## config.mk

```make
export PLATFORM = sky130hd
export DESIGN_NAME = apb_uart_fifo_th
export DESIGN_NICKNAME = d
export VERILOG_FILES = /design/src/rtl/apb_uart_pkg.sv /design/src/rtl/apb_uart_fifo_mem.sv /design/src/rtl/apb_uart_fifo_th.sv
export SDC_FILE = /design/constraint.sdc
export NUM_CORES = 1
export LEC_CHECK = 0
export CORE_ASPECT_RATIO = 0.5
export CORE_UTILIZATION = 63
export CTS_CLUSTER_SIZE = 30
export DETAILED_ROUTE_END_ITERATION = 16
export HOLD_SLACK_MARGIN = 0.15
export PLACE_DENSITY = 0.91
export SKIP_CTS_REPAIR_TIMING = 1
export SYNTH_ARGS = -nofsm -noshare
export SYNTH_HDL_FRONTEND = slang
export SYNTH_SLANG_ARGS = --single-unit
```

## constraint.sdc

```tcl
create_clock -name clk -period 9.2 [get_ports clk]
set_clock_uncertainty 0.05 [all_clocks]
set_input_delay 1.84 -clock clk [delete_from_list [all_inputs] [get_ports clk]]
set_output_delay 1.84 -clock clk [all_outputs]
set_load 0.005 [all_outputs]
```

## src/rtl/apb_uart_pkg.sv

```systemverilog
// Shared UART constants used as parameter defaults by the FIFO blocks.
package apb_uart_pkg;

   localparam int UART_DATA_W     = 8;
   localparam int UART_FIFO_DEPTH = 16;

endpackage

```

## src/rtl/apb_uart_fifo_mem.sv

```systemverilog
// Flop-based FIFO storage: synchronous write, asynchronous read, no reset.
module apb_uart_fifo_mem
   import apb_uart_pkg::*;
#(
   parameter int WIDTH  = UART_DATA_W,
   parameter int DEPTH  = UART_FIFO_DEPTH,
   parameter int AWIDTH = $clog2(DEPTH)
) (
   input  logic              clk,
   input  logic              we,
   input  logic [AWIDTH-1:0] waddr,
   input  logic [WIDTH-1:0]  wdata,
   input  logic [AWIDTH-1:0] raddr,
   output logic [WIDTH-1:0]  rdata
);

   logic [WIDTH-1:0] mem [DEPTH];

   always_ff @(posedge clk) begin
      if (we) begin
         mem[waddr] <= wdata;
      end
   end

   assign rdata = mem[raddr];

endmodule

```

## src/rtl/apb_uart_fifo_th.sv

```systemverilog
// Show-ahead FIFO with registered full/empty/almost flags, runtime thresholds
// and sticky overflow/underflow error flags.
module apb_uart_fifo_th
   import apb_uart_pkg::*;
#(
   parameter int WIDTH  = UART_DATA_W,
   parameter int DEPTH  = UART_FIFO_DEPTH,
   parameter int AWIDTH = $clog2(DEPTH)
) (
   input  logic              clk,
   input  logic              rst_b,
   input  logic              flush,
   input  logic              push,
   input  logic [WIDTH-1:0]  din,
   input  logic              pop,
   output logic [WIDTH-1:0]  dout,
   input  logic [AWIDTH:0]   afull_th,
   input  logic [AWIDTH:0]   aempty_th,
   input  logic              clr_err,
   output logic              full,
   output logic              empty,
   output logic              almost_full,
   output logic              almost_empty,
   output logic [AWIDTH:0]   entry,
   output logic              overflow,
   output logic              underflow
);

   localparam logic [AWIDTH:0] DEPTH_CNT = (AWIDTH+1)'(DEPTH);

   logic [AWIDTH:0] wr_ptr, rd_ptr;
   logic [AWIDTH:0] wr_ptr_nxt, rd_ptr_nxt, entry_nxt;
   logic            wr_acc, rd_acc;
   logic            ovf_set, udf_set;

   // A push into a full FIFO is still taken when a read frees a slot in the same cycle.
   assign rd_acc  = pop  & ~flush & ~empty;
   assign wr_acc  = push & ~flush & (~full | rd_acc);
   assign ovf_set = push & ~flush & ~wr_acc;
   assign udf_set = pop  & ~flush & empty;

   always_comb begin
      wr_ptr_nxt = wr_ptr;
      rd_ptr_nxt = rd_ptr;
      if (flush) begin
         wr_ptr_nxt = '0;
         rd_ptr_nxt = '0;
      end else begin
         if (wr_acc) wr_ptr_nxt = wr_ptr + 1'b1;
         if (rd_acc) rd_ptr_nxt = rd_ptr + 1'b1;
      end
      entry_nxt = wr_ptr_nxt - rd_ptr_nxt;
   end

   assign entry = wr_ptr - rd_ptr;

   // Flags are derived from next-state occupancy so they never lag entry.
   always_ff @(posedge clk or negedge rst_b) begin
      if (!rst_b) begin
         wr_ptr       <= '0;
         rd_ptr       <= '0;
         full         <= 1'b0;
         empty        <= 1'b1;
         almost_full  <= 1'b0;
         almost_empty <= 1'b1;
      end else begin
         wr_ptr       <= wr_ptr_nxt;
         rd_ptr       <= rd_ptr_nxt;
         full         <= (entry_nxt == DEPTH_CNT);
         empty        <= (entry_nxt == '0);
         almost_full  <= (entry_nxt >= afull_th);
         almost_empty <= (entry_nxt <= aempty_th);
      end
   end

   // A new error in the same cycle as clr_err keeps the flag set.
   always_ff @(posedge clk or negedge rst_b) begin
      if (!rst_b) begin
         overflow  <= 1'b0;
         underflow <= 1'b0;
      end else begin
         if (ovf_set)      overflow <= 1'b1;
         else if (clr_err) overflow <= 1'b0;
         if (udf_set)      underflow <= 1'b1;
         else if (clr_err) underflow <= 1'b0;
      end
   end

   apb_uart_fifo_mem #(
      .WIDTH (WIDTH),
      .DEPTH (DEPTH)
   ) u_mem (
      .clk   (clk),
      .we    (wr_acc),
      .waddr (wr_ptr[AWIDTH-1:0]),
      .wdata (din),
      .raddr (rd_ptr[AWIDTH-1:0]),
      .rdata (dout)
   );

endmodule

```

==> flow_summary.html <==
<table>
<tr><th>Metric</th><th>Value</th></tr>
<tr><th colspan="2">Logic synthesis</th></tr>
<tr><td>Cell type with the largest total area after synthesis</td><td>sky130_fd_sc_hd__edfxtp_1</td></tr>
<tr><td>Synth cell types</td><td>39</td></tr>
<tr><td>Area share of the leading cell type in the synthesized netlist</td><td>61.6%</td></tr>
<tr><td>Ranking of synthesized cells by area</td><td>sky130_fd_sc_hd__edfxtp_1 62%, sky130_fd_sc_hd__mux4_2 14%, sky130_fd_sc_hd__dfrtp_1 5.6%, sky130_fd_sc_hd__ha_1 4.6%, sky130_fd_sc_hd__inv_1 1.6%</td></tr>
<tr><td>Number of register bits inferred by synthesis</td><td>around 140</td></tr>
<tr><td>Synthesized cell area</td><td>6240 um2</td></tr>
<tr><td>Async S/R FF share, synth</td><td>between 10 and 15%</td></tr>
<tr><td>Synthesized netlist net count</td><td>385</td></tr>
<tr><td>Gate count of the mapped netlist</td><td>~340</td></tr>
<tr><td>Most frequently used flop master after synthesis</td><td>sky130_fd_sc_hd__edfxtp_1</td></tr>
<tr><td>Seq/Total Area, Yosys</td><td>between 60% and 70%</td></tr>
<tr><td>Syn Area/Cell</td><td>18.6 um2</td></tr>
<tr><td>Count of flip-flops with a built-in enable after synthesis</td><td>approximately 130</td></tr>
<tr><td>Number of synthesis warnings</td><td>0</td></tr>
<tr><th colspan="2">Floorplan</th></tr>
<tr><td>Die span in x</td><td>between 100 and 150 um</td></tr>
<tr><td>Die area</td><td>roughly 10000 um2</td></tr>
<tr><td>Vertical die dimension</td><td>around 72 um</td></tr>
<tr><td>Placeable core region</td><td>between 9000 and 10000 um2</td></tr>
<tr><td>Initial cell density of the core</td><td>roughly two thirds</td></tr>
<tr><td>Num rows</td><td>25</td></tr>
<tr><td>Number of top-level design ports</td><td>43</td></tr>
<tr><th colspan="2">Global routing</th></tr>
<tr><td>Via count of the first global-routing pass</td><td>~3500</td></tr>
<tr><td>Overflow after GRT</td><td>0</td></tr>
<tr><td>Maximum number of pins on one net before global-route repair</td><td>37</td></tr>
<tr><td>Antenna violations before repair</td><td>0</td></tr>
<tr><td>Global router's overall resource usage</td><td>roughly 30%</td></tr>
<tr><td>Global-route wire length before repair</td><td>between 20000 and 25000 um</td></tr>
<tr><th colspan="2">Timing</th></tr>
<tr><td>Number of failing hold endpoints at the final stage</td><td>0</td></tr>
<tr><td>Max-Slew Margin vs Limit</td><td>roughly a third</td></tr>
<tr><td>Unrepaired setup endpoints after global routing</td><td>false</td></tr>
<tr><td>Post-route fraction of the period consumed by the critical path</td><td>about three fifths</td></tr>
<tr><td>Final count of pins violating max slew</td><td>0</td></tr>
<tr><td>Setup TNS Final</td><td>0 ps</td></tr>
<tr><td>Crit path time final</td><td>approximately 5400 ps</td></tr>
<tr><td>Worst slew pin tran</td><td>roughly 1000 ps</td></tr>
<tr><td>Setup WS post-layout</td><td>around 3800 ps</td></tr>
<tr><td>Final count of negative-setup-slack endpoints</td><td>0</td></tr>
<tr><td>Maximum achievable frequency</td><td>187 MHz</td></tr>
<tr><th colspan="2">Pwr</th></tr>
<tr><td>Pwr Density</td><td>between 200 and 250 nW/um2</td></tr>
<tr><td>Peak VDD IR</td><td>roughly 0.16 mV</td></tr>
<tr><td>Cell leakage power</td><td>roughly 2.6 nW</td></tr>
<tr><th colspan="2">Critical path</th></tr>
<tr><td>Crit path arrival time</td><td>roughly 5600 ps</td></tr>
<tr><td>Endpoint kind of the worst setup timing path</td><td>flip-flop</td></tr>
<tr><td>Class of the most critical setup path</td><td>input pin to flip-flop</td></tr>
<tr><td>Largest fanout on the critical path</td><td>16</td></tr>
<tr><td>WP data required</td><td>around 9500 ps</td></tr>
<tr><td>Critical path launch point type</td><td>input pin</td></tr>
<tr><th colspan="2">Routing</th></tr>
<tr><td>Number of vias after detailed routing</td><td>around 3500</td></tr>
<tr><td>Routed len/inst</td><td>approximately 26 um</td></tr>
<tr><td>Final WL</td><td>13900 um</td></tr>
<tr><td>Drt via density</td><td>6.54</td></tr>
<tr><td>Iter 0 DRT Violations</td><td>roughly 290</td></tr>
<tr><td>Count of TritonRoute iterations in the first routing pass</td><td>5</td></tr>
<tr><td>Antenna violation net count after detailed routing</td><td>0</td></tr>
<tr><td># DRC</td><td>0</td></tr>
<tr><th colspan="2">Clock tree</th></tr>
<tr><td>Clock Root Buffer</td><td>sky130_fd_sc_hd__clkbuf_16</td></tr>
<tr><td>TritonCTS Buffers</td><td>17</td></tr>
<tr><td>Clock H-tree levels</td><td>4</td></tr>
<tr><td>Deepest clock path buffer count</td><td>2</td></tr>
<tr><td>TritonCTS clock tree</td><td>built</td></tr>
<tr><td>Clock net sink count</td><td>between 100 and 150</td></tr>
<tr><td>Worst-Skew Late Latency</td><td>roughly 400 ps</td></tr>
<tr><td>CTS clk-pin slew, worst paths</td><td>roughly 60 ps</td></tr>
<tr><th colspan="2">Placement</th></tr>
<tr><td>Post-place setup slack</td><td>about 3500 ps</td></tr>
<tr><td>I/O Buffers</td><td>42</td></tr>
<tr><td>Number of cells after detailed placement</td><td>501</td></tr>
<tr><td>Sum of net half-perimeters after detailed placement</td><td>around 8300 um</td></tr>
<tr><td>Standard cell area after detailed placement</td><td>just under 7000 um2</td></tr>
<tr><td>Global placement routability congestion</td><td>0.833</td></tr>
<tr><th colspan="2">Final layout</th></tr>
<tr><td>Ant diodes</td><td>0</td></tr>
<tr><td>Share of final-layout standard cells stronger than drive strength 1</td><td>between 20% and 30%</td></tr>
<tr><td>Area of all placed cells without fillers</td><td>7440 um2</td></tr>
<tr><td>Final instance count without filler cells</td><td>between 500 and 600</td></tr>
<tr><td>Growth of design area from synthesis to finish</td><td>19.3%</td></tr>
<tr><td>NumNets Final</td><td>between 400 and 500</td></tr>
<tr><th colspan="2">Flow run</th></tr>
<tr><td>MaxCap Viol Count</td><td>0</td></tr>
<tr><th colspan="2">Outcome</th></tr>
<tr><td>Run status</td><td>finished, final reports clean</td></tr>
<tr><th colspan="2">Hold path</th></tr>
<tr><td>Type of the tightest min-delay check</td><td>flip-flop to flip-flop</td></tr>
</table>
[metrics by stage]
step / total power (W) / hold WS (ps) / util [%]
2_1_floorplan: 0.000887 / 439 / -
3_3_place_gp: 0.000970 / 430 / 71.1
3_5_place_dp: 0.000980 / 465 / 71.1
4_1_cts: 0.00174 / 474 / 78.0
5_1_grt: 0.00179 / 484 / 78.0
6_report: 0.00174 / 469 / 78.0
[synthesized netlist by cell type (all sizes together) (4+ instances only)]
cell,n
and2,11
ha,23
clkbuf,7
inv,27
nand2,7
nor2,10
edfxtp,128
a21o,8
buf,6
mux4,40
a21oi,6
or2,4
xnor2,9
dfrtp,14
[cell usage in the layout, fill, tap and decap left out, drive strengths merged, types with 4 or more instances in the layout]
| cell type | n |
|---|---|
| edfxtp | 128 |
| clkbuf | 17 |
| a21o | 8 |
| clkdlybuf4s50 | 42 |
| xnor2 | 9 |
| mux4 | 40 |
| or2 | 4 |
| bufinv | 5 |
| ha | 23 |
| nand2 | 7 |
| and2 | 11 |
| inv | 31 |
| a21oi | 6 |
| dfrtp | 14 |
| nor2 | 10 |
[cell type report]
class	instances	area, um2
clock inverter	15	233
sequential	144	4250
fill	480	2100
multi-input combinational	152	1840
timing repair buffer	43	428
inverter	27	101
clock buffer	17	425
tap	135	169
[state kept, by name, summed over array words and instances (netlist names)]
signal,count
u_mem.mem,128
wr_ptr,5
almost_full,1
overflow,1
rd_ptr,5
empty,1
underflow,1
full,1
almost_empty,1
[final timing paths]
check                      slack, ps  depth (start not counted)           end  startpoint
hold / removal                   470                          1     underflow   underflow
max in group asynchronous       6750                          1     rd_ptr[0]       rst_b
min in group asynchronous       1820                          1     wr_ptr[3]       rst_b
hold reg to reg                  470                          1     underflow   underflow
setup reg to reg                5420                         12  almost_empty   rd_ptr[0]
setup / recovery                3840                         14  almost_empty       flush
[layer usage]
layer / vias up / track usage (%) / part of all wire [%]
li1: 1419 / - / -
met1: 1786 / 41.2 / 40
met2: 237 / 45.7 / 48
met3: 43 / 8.78 / 9.0
met4: 0 / 13.0 / 3.2
met5: - / 0 / 0
[cells by family after synthesis]
family / count (synthesis) / synth area share (%)
AOI/OAI and AO/OA: 23 / 2.63
buffers and inverters: 40 / 2.53
muxes: 41 / 14.6
DFF: 144 / 68.1
and+or+nand+nor: 50 / 4.84
xor gates and xnor gates: 13 / 2.05
adders and majority gates: 25 / 5.26
[worst max-delay path, stage by stage]
cell and delay [ps]:
sky130_fd_sc_hd__clkdlybuf4s50_1 680, sky130_fd_sc_hd__nand2b_4 280, sky130_fd_sc_hd__a21oi_1 620, sky130_fd_sc_hd__xnor2_1 120
sky130_fd_sc_hd__or2_2 310, sky130_fd_sc_hd__ha_1 200, sky130_fd_sc_hd__inv_1 80, sky130_fd_sc_hd__fa_1 450
sky130_fd_sc_hd__ha_1 310, sky130_fd_sc_hd__nor2b_1 130, sky130_fd_sc_hd__o21a_1 160, sky130_fd_sc_hd__o21a_1 160
sky130_fd_sc_hd__o21a_1 160, sky130_fd_sc_hd__o22ai_1 140
[power by group]
group          switching, W  total (W)  internal, W  leakage [nW]
logic             0.0000942   0.000221     0.000127         0.935
registers         0.0000198   0.000750     0.000730          1.36
clock network      0.000281   0.000767     0.000486         0.312
total              0.000395    0.00174      0.00134          2.61
No activity file was read; power rests on OpenSTA's default activity.
